**src/rtl/qspi_burst_ctrl_pkg.sv**
```systemverilog
`default_nettype none
// ============================================================================
// Package  : qspi_burst_ctrl_pkg
// Brief    : FSM encoding and segment sizing shared by the QSPI burst sequencer.
// Revision : 1.0
// ============================================================================
package qspi_burst_ctrl_pkg;

    typedef logic [2:0] state_t;

    localparam state_t S_IDLE   = 3'd0;
    localparam state_t S_WAIT   = 3'd1;
    localparam state_t S_ISSUE  = 3'd2;
    localparam state_t S_STREAM = 3'd3;
    localparam state_t S_TAIL   = 3'd4;
    localparam state_t S_GAP    = 3'd5;

    localparam logic [1:0] C_TAIL_LAST = 2'd3;
    localparam logic [1:0] C_GAP_LAST  = 2'd1;

    // Words in the next chip-select: bounded by what is left, tCEM and the page end.
    function automatic logic [31:0] seg_words(
        input logic [31:0] addr,
        input logic [31:0] remaining,
        input logic [31:0] max_burst,
        input logic [31:0] page_bytes
    );
        logic [31:0] to_page;
        logic [31:0] s;
        to_page = (page_bytes - (addr & (page_bytes - 32'd1))) >> 1;
        s = remaining;
        if (max_burst < s) s = max_burst;
        if (to_page < s) s = to_page;
        return s;
    endfunction

endpackage
`default_nettype wire

```
**src/rtl/qspi_sync_fifo.sv**
```systemverilog
`default_nettype none
// ============================================================================
// Module   : qspi_sync_fifo
// Brief    : Single-clock FIFO with first-word-fall-through read, count and flags.
// Revision : 1.0
// ============================================================================
module qspi_sync_fifo #(
    parameter int DSZ        = 16,
    parameter int FIFO_DEPTH = 32
) (
    input  logic                          clk,
    input  logic                          nreset,
    input  logic                          push_i,
    input  logic [DSZ-1:0]                push_data_i,
    input  logic                          pop_i,
    output logic [DSZ-1:0]                pop_data_o,
    output logic [$clog2(FIFO_DEPTH):0]   count_o,
    output logic                          full_o,
    output logic                          empty_o
);

    localparam int AW = $clog2(FIFO_DEPTH);
    localparam logic [AW-1:0] C_PTR_ONE  = AW'(1);
    localparam logic [AW:0]   C_CNT_ONE  = (AW+1)'(1);
    localparam logic [AW:0]   C_CNT_FULL = (AW+1)'(FIFO_DEPTH);

    logic [DSZ-1:0] mem_q [FIFO_DEPTH];
    logic [AW-1:0]  wptr_q;
    logic [AW-1:0]  rptr_q;
    logic [AW:0]    cnt_q;
    logic           w_push;
    logic           w_pop;

    assign w_pop  = pop_i & ~empty_o;
    // A pop in the same cycle frees the slot, so a full FIFO may still accept.
    assign w_push = push_i & (~full_o | w_pop);

    always_ff @(posedge clk) begin
        if (w_push) mem_q[wptr_q] <= push_data_i;
    end

    always_ff @(posedge clk or negedge nreset) begin
        if (!nreset) begin
            wptr_q <= '0;
            rptr_q <= '0;
            cnt_q  <= '0;
        end else begin
            if (w_push) wptr_q <= wptr_q + C_PTR_ONE;
            if (w_pop)  rptr_q <= rptr_q + C_PTR_ONE;
            case ({w_push, w_pop})
                2'b10:   cnt_q <= cnt_q + C_CNT_ONE;
                2'b01:   cnt_q <= cnt_q - C_CNT_ONE;
                default: cnt_q <= cnt_q;
            endcase
        end
    end

    assign pop_data_o = mem_q[rptr_q];
    assign count_o    = cnt_q;
    assign full_o     = (cnt_q == C_CNT_FULL);
    assign empty_o    = (cnt_q == '0);

endmodule
`default_nettype wire

```
**src/rtl/qspi_burst_ctrl.sv**
```systemverilog
`default_nettype none
// ============================================================================
// Module   : qspi_burst_ctrl
// Brief    : Splits word bursts into page/tCEM-safe segments for the QSPI PSRAM master.
// Revision : 1.0
// ============================================================================
module qspi_burst_ctrl
    import qspi_burst_ctrl_pkg::*;
#(
    parameter int ASZ        = 22,
    parameter int DSZ        = 16,
    parameter int LEN_W      = 8,
    parameter int PAGE_BYTES = 1024,
    parameter int MAX_BURST  = 32,
    parameter int FIFO_DEPTH = 32
) (
    input  logic             clk,
    input  logic             nreset,
    input  logic             cmd_valid,
    output logic             cmd_ready,
    input  logic             cmd_write,
    input  logic [ASZ-1:0]   cmd_addr,
    input  logic [LEN_W-1:0] cmd_len,
    input  logic [DSZ-1:0]   wdata,
    input  logic             wdata_valid,
    output logic             wdata_ready,
    output logic [DSZ-1:0]   rdata,
    output logic             rdata_valid,
    input  logic             rdata_ready,
    output logic             busy,
    output logic [ASZ-1:0]   m_addr,
    output logic [DSZ-1:0]   m_data_in,
    input  logic [DSZ-1:0]   m_data_out,
    input  logic             m_wr_valid,
    input  logic             m_rd_valid,
    output logic             m_wr_req,
    output logic             m_rd_req
);

    localparam int CW = $clog2(FIFO_DEPTH) + 1;
    localparam logic [LEN_W:0] C_ONE = (LEN_W+1)'(1);

    state_t           state_q, state_d;
    logic             dir_q, dir_d;
    logic [ASZ-1:0]   addr_q, addr_d;
    logic [LEN_W:0]   rem_q, rem_d;
    logic [LEN_W:0]   seg_q, seg_d;
    logic [LEN_W:0]   cnt_q, cnt_d;
    logic [1:0]       tmr_q, tmr_d;
    logic [ASZ-1:0]   maddr_q, maddr_d;
    logic [DSZ-1:0]   mdata_q, mdata_d;
    logic             wreq_q, wreq_d;
    logic             rreq_q, rreq_d;
    logic             run_q;

    logic [LEN_W:0]   w_seg;
    logic             w_space_ok;
    logic             w_last;
    logic             w_wpop;
    logic             w_rpush;
    logic [DSZ-1:0]   w_whead;
    logic [CW-1:0]    w_wcnt;
    logic [CW-1:0]    w_rcnt;
    logic             w_wfull, w_wempty, w_rfull, w_rempty;

    assign w_seg = (LEN_W+1)'(seg_words(32'(addr_q), 32'(rem_q),
                                        32'(MAX_BURST), 32'(PAGE_BYTES)));
    // The master cannot stall, so a segment starts only once all of it is covered.
    assign w_space_ok = dir_q ? (32'(w_wcnt) >= 32'(w_seg))
                              : ((32'(FIFO_DEPTH) - 32'(w_rcnt)) >= 32'(w_seg));
    assign w_last = ((cnt_q + C_ONE) == seg_q);

    always_comb begin
        state_d = state_q;
        dir_d   = dir_q;
        addr_d  = addr_q;
        rem_d   = rem_q;
        seg_d   = seg_q;
        cnt_d   = cnt_q;
        tmr_d   = tmr_q;
        maddr_d = maddr_q;
        mdata_d = mdata_q;
        wreq_d  = wreq_q;
        rreq_d  = rreq_q;
        w_wpop  = 1'b0;
        w_rpush = 1'b0;
        case (state_q)
            S_IDLE: begin
                if (cmd_valid && cmd_ready) begin
                    dir_d   = cmd_write;
                    addr_d  = cmd_addr & ~ASZ'(1);
                    rem_d   = {1'b0, cmd_len} + C_ONE;
                    state_d = S_WAIT;
                end
            end
            S_WAIT: begin
                if (w_space_ok) begin
                    seg_d   = w_seg;
                    state_d = S_ISSUE;
                end
            end
            S_ISSUE: begin
                maddr_d = addr_q;
                cnt_d   = '0;
                if (dir_q) begin
                    w_wpop  = 1'b1;
                    mdata_d = w_whead;
                    wreq_d  = 1'b1;
                end else begin
                    rreq_d  = 1'b1;
                end
                state_d = S_STREAM;
            end
            S_STREAM: begin
                if (dir_q) begin
                    if (m_wr_valid) begin
                        cnt_d = cnt_q + C_ONE;
                        if (w_last) begin
                            tmr_d   = '0;
                            state_d = S_TAIL;
                        end else begin
                            w_wpop  = 1'b1;
                            mdata_d = w_whead;
                        end
                    end
                end else if (m_rd_valid) begin
                    w_rpush = 1'b1;
                    cnt_d   = cnt_q + C_ONE;
                    if (w_last) begin
                        rreq_d  = 1'b0;
                        tmr_d   = '0;
                        state_d = S_GAP;
                    end
                end
            end
            S_TAIL: begin
                // Last word is still shifting out of the master.
                tmr_d = tmr_q + 2'd1;
                if (tmr_q == C_TAIL_LAST) begin
                    wreq_d  = 1'b0;
                    tmr_d   = '0;
                    state_d = S_GAP;
                end
            end
            S_GAP: begin
                tmr_d = tmr_q + 2'd1;
                if (tmr_q == C_GAP_LAST) begin
                    rem_d   = rem_q - seg_q;
                    addr_d  = addr_q + ASZ'({seg_q, 1'b0});
                    tmr_d   = '0;
                    state_d = (rem_q == seg_q) ? S_IDLE : S_WAIT;
                end
            end
            default: state_d = S_IDLE;
        endcase
    end

    always_ff @(posedge clk or negedge nreset) begin
        if (!nreset) begin
            state_q <= S_IDLE;
            dir_q   <= 1'b0;
            addr_q  <= '0;
            rem_q   <= '0;
            seg_q   <= '0;
            cnt_q   <= '0;
            tmr_q   <= '0;
            maddr_q <= '0;
            mdata_q <= '0;
            wreq_q  <= 1'b0;
            rreq_q  <= 1'b0;
            run_q   <= 1'b0;
        end else begin
            state_q <= state_d;
            dir_q   <= dir_d;
            addr_q  <= addr_d;
            rem_q   <= rem_d;
            seg_q   <= seg_d;
            cnt_q   <= cnt_d;
            tmr_q   <= tmr_d;
            maddr_q <= maddr_d;
            mdata_q <= mdata_d;
            wreq_q  <= wreq_d;
            rreq_q  <= rreq_d;
            run_q   <= 1'b1;
        end
    end

    qspi_sync_fifo #(.DSZ(DSZ), .FIFO_DEPTH(FIFO_DEPTH)) u_wfifo (
        .clk         (clk),
        .nreset      (nreset),
        .push_i      (wdata_valid & wdata_ready),
        .push_data_i (wdata),
        .pop_i       (w_wpop & ~w_wempty),
        .pop_data_o  (w_whead),
        .count_o     (w_wcnt),
        .full_o      (w_wfull),
        .empty_o     (w_wempty)
    );

    qspi_sync_fifo #(.DSZ(DSZ), .FIFO_DEPTH(FIFO_DEPTH)) u_rfifo (
        .clk         (clk),
        .nreset      (nreset),
        .push_i      (w_rpush & ~w_rfull),
        .push_data_i (m_data_out),
        .pop_i       (rdata_ready),
        .pop_data_o  (rdata),
        .count_o     (w_rcnt),
        .full_o      (w_rfull),
        .empty_o     (w_rempty)
    );

    assign cmd_ready   = run_q & (state_q == S_IDLE);
    assign busy        = (state_q != S_IDLE);
    assign wdata_ready = run_q & ~w_wfull;
    assign rdata_valid = ~w_rempty;
    assign m_addr      = maddr_q;
    assign m_data_in   = mdata_q;
    assign m_wr_req    = wreq_q;
    assign m_rd_req    = rreq_q;

endmodule
`default_nettype wire
```
**config.mk**
```make
export PLATFORM = sky130hd
export DESIGN_NAME = qspi_burst_ctrl
export DESIGN_NICKNAME = d
export VERILOG_FILES = /design/src/rtl/qspi_burst_ctrl_pkg.sv /design/src/rtl/qspi_sync_fifo.sv /design/src/rtl/qspi_burst_ctrl.sv
export SDC_FILE = /design/constraint.sdc
export NUM_CORES = 1
export LEC_CHECK = 0
export BUFFER_PORTS_ARGS = -buffer_cell sky130_fd_sc_hd__buf_2
export CAP_MARGIN = 20
export CORE_UTILIZATION = 56
export CTS_BUF_LIST = sky130_fd_sc_hd__clkbuf_16
export DETAILED_ROUTE_END_ITERATION = 7
export PLACE_DENSITY = 0.85
export SLEW_MARGIN = 0
export SYNTH_ARGS = -nofsm -noshare
export SYNTH_HDL_FRONTEND = slang
export SYNTH_SLANG_ARGS = --single-unit
```
**constraint.sdc**
```tcl
create_clock -name clk -period 6.1 [get_ports clk]
set_input_delay 0.915 -clock clk [delete_from_list [all_inputs] [get_ports clk]]
set_output_delay 0.915 -clock clk [all_outputs]
set_load 0.01 [all_outputs]
```
==> run_results.csv <==
group,metric,value,unit
outcome,status,"finished clean",
yosys,synth_xor_area_frac,0.01256,
clock_tree,cts_root_buf,"clkbuf_16",
cells_and_area,fin_area,52820,um^2
routing,routed_wl,113800,um
power_and_ir_drop,pwr-share-comb,0.298,
routing,ant_nets,0,
worst_setup_path,endpoint_kind,"flop",
routing,wl_per_cell,30.29,um
routing,drc_errors,0,
power_and_ir_drop,powerDensity,454.1,nW/um^2
global_route,grt_pass1_vias,26205,
routing,num_vias,24894,
cells_and_area,postLayoutCoreUtil,0.6413,
die,die_w,291.2,um
sta,slew_headroom,0.2671,
die,coreArea,82370,um^2
worst_setup_path,cp_max_fo,10,
power_and_ir_drop,p_sw_frac,0.3136,
sta,skew,0.07170,ns
global_route,grt_max_degree,98,
sta,worst_pin_slew,1.099,ns
yosys,syn_avg_cell_area,19.68,um^2
routing,drt_iter0_drc,2846,
placed_design,dpl_cell_area,49080,um^2
cells_and_area,syn2layout_area_growth,12.82,%
global_route,overflow,0,
clock_tree,cts_made_buffers,108,
placed_design,io_buffer_count,127,
placed_design,place.gp.congestion,0.8426,
sta,clock.fmax,0.1852,GHz
routing,via_per_inst,6.626,
sta,drv_slew,0,
power_and_ir_drop,p_leak,17.63,nW
global_route,grt_first_pass_wirelength,168000,um
sta,finalCritPeriodShare,0.8851,
clock_tree,cts_tree,"done",
worst_setup_path,worstPathArrival,5.97,ns
routing,first_pass_iters,5,
worst_setup_path,path_class,"reg -> reg",
sta,tns,0,ns
worst_setup_path,start_kind,"flop",
yosys,ys_seq_elements,1150,
yosys,yosys.area_share.adder,0.01908,
clock_tree,cts-resized-gates,0,
cells_and_area,layout_common_cells,"edfxtp_1 (1024), mux4_2 (320), nor2_1 (132)",
die,row_count,105,
yosys,synth_compound_area_frac,0.02702,
clock_tree,insertion_delay,0.70,ns
yosys,synth_top_family_by_area,"multiplexers",
cells_and_area,layout_commonest_cell,"edfxtp_1",
yosys,synth-edff-count,1024,
cells_and_area,drive_gt1_frac,0.2846,
global_route,grtUsageTotal,0.2714,
placed_design,hpwlAfterDp,63320,um
die,die_y,291.2,um
global_route,antenna_found_initial,2,
yosys,synth_cells,2379,
sta,rsz0062_at_grt,"false",
clock_tree,cts_buffer_depth,3,
worst_setup_path,crit_required,6.67,ns
sta,final-hold-violation-count,0,
die,die-area,84770,um^2
yosys,async_flop_share,0.1096,
clock_tree,clkSinkCount,1150,
yosys,synth.distinct_cells,67,
yosys,ys_seq_area_frac,0.7241,
yosys,yosys.area_share.simple,0.03536,
power_and_ir_drop,p_sw,7.524,mW
sta,whs,0.3405,ns
clock_tree,post-cts-setup-buffers,0,
die,pin_count,130,
die,start_util,0.5684,
power_and_ir_drop,p_int,16.46,mW
cells_and_area,nets,2730,
clock_tree,cts_max_level,3,
sta,setup_viol,0,
job,maxCapViolCount,0,
power_and_ir_drop,ir_worst_vdd,0.0004342,V
yosys,ys.flop_type,"edfxtp_1",
yosys,synth_area,46820,um^2
worst_hold_path,hold_path.class,"in -> async",
clock_tree,clkTransAtPathRegs,0.06,ns
yosys,synthMuxAreaShare,0.1692,
power_and_ir_drop,p_seq_frac,0.417,
clock_tree,holdBufCountCts,0,
yosys,yosys_warnings,0,
sta,post-route-min-period,5.399,ns
power_and_ir_drop,pwr-share-clk,0.286,
[logic make-up (layout without fill, tap and decap cells)]
family / after synthesis / in the layout
other cells: 2 / 8
fa+ha+maj: 69 / 69
simple gates: 356 / 356
flops: 1150 / 1150
compound gates: 199 / 199
buf+inv: 153 / 455
xor+xnor: 64 / 64
mux: 386 / 386
[Yosys cell counts, types with 9 or more instances]
cell      count  area share
mux2_2       39      0.0094
nand3b_1     10      0.0016
xnor2_1      38      0.0071
dfrtp_1     126       0.067
nand4_1      14      0.0019
mux4_2      320        0.15
mux2i_1      26      0.0056
nor3_1       19      0.0020
edfxtp_1   1024        0.66
o21ai_0      54      0.0058
a21o_1       10      0.0016
a21oi_1      61      0.0065
inv_1        41      0.0033
ha_1         65       0.017
nor2_1      145       0.012
nand3_1      20      0.0021
clkbuf_1     75      0.0060
buf_1        34      0.0027
nand2_1      85      0.0068
and3_1       13      0.0017
xor2_1       24      0.0045
a311oi_1     12      0.0022
a211oi_1     10      0.0016
and2_1        9      0.0012
[final cells by class]
type | instances | area, um^2
Sequential cell | 1150 | 33920
Fill cell | 5085 | 29550
Multi-Input combinational cell | 1079 | 12380
Clock buffer | 108 | 2703
Timing Repair Buffer | 211 | 1370
Tap cell | 1070 | 1339
Clock inverter | 95 | 950.9
Inverter | 41 | 153.9
Antenna cell | 3 | 7.507
[registers in the layout, indices dropped and copies added (netlist names)]
register	flops
run_q	1
m_addr	21
u_rfifo.wptr_q	5
m_rd_req	1
m_data_in	16
u_wfifo.rptr_q	5
u_rfifo.rptr_q	5
state_q	3
u_wfifo.mem_q	512
rem_q	9
u_wfifo.wptr_q	5
u_rfifo.mem_q	512
cnt_q	9
dir_q	1
u_wfifo.count_o	6
seg_q	9
addr_q	21
u_rfifo.count_o	6
tmr_q	2
m_wr_req	1
[through the flow]
step	power, mW	setup slack, ns	instances
floorplan	14.92	1.830	2382
global placement	16.69	0.6843	3547
detailed placement	17.04	0.7240	3547
CTS	24.02	0.7307	3750
global route	24.89	0.2643	3756
finish	23.99	0.7011	3757
[power groups by stage]
stage,clock network (mW),logic (mW),registers (mW)
2_1_floorplan,0,5.36,9.55
4_1_cts,6.93,7.02,10.1
5_1_grt,7.20,7.62,10.1
3_3_place_gp,0,6.55,10.1
6_report,6.85,7.14,9.99
3_5_place_dp,0,6.83,10.2
[critical path: stages (launching register included)]
cell	delay, ns
dfrtp_1	0.45
nor4_4	0.56
and2_2	0.27
inv_1	0.06
ha_1	0.21
nor3_1	0.25
a41oi_2	0.07
a221oi_2	0.34
nand2_1	0.23
o21ai_0	0.49
ha_1	0.34
a211oi_1	0.22
nor2_1	0.08
nor4_1	0.33
a32oi_1	0.16
o211ai_1	0.29
a311o_1	0.57
mux2_4	0.34
[per-layer routing]
metal  GRT usage  part of all wire  vias up
met5           0                 0        -
met4      0.1297             0.047        0
met3     0.04505             0.081      364
met2      0.4733              0.52     1590
met1      0.3309              0.35    12863
li1            -                 -    10077
[final timing paths]
| check | startpoint | endpoint | slack, ns | cells past startpoint |
|---|---|---|---|---|
| max | rem_q[8] | seg_q[0] | 0.70 | 17 |
| min | nreset | m_addr[18] | 0.34 | 1 |
| max reg2reg | rem_q[8] | seg_q[0] | 0.70 | 17 |
| min reg2reg | m_addr[13] | m_addr[13] | 0.50 | 1 |
| max in group asynchronous | nreset | u_rfifo.rptr_q[2] | 4.69 | 2 |
| min in group clk | cmd_write | dir_q | 0.42 | 3 |
No activity file was read; power rests on OpenSTA's default activity.
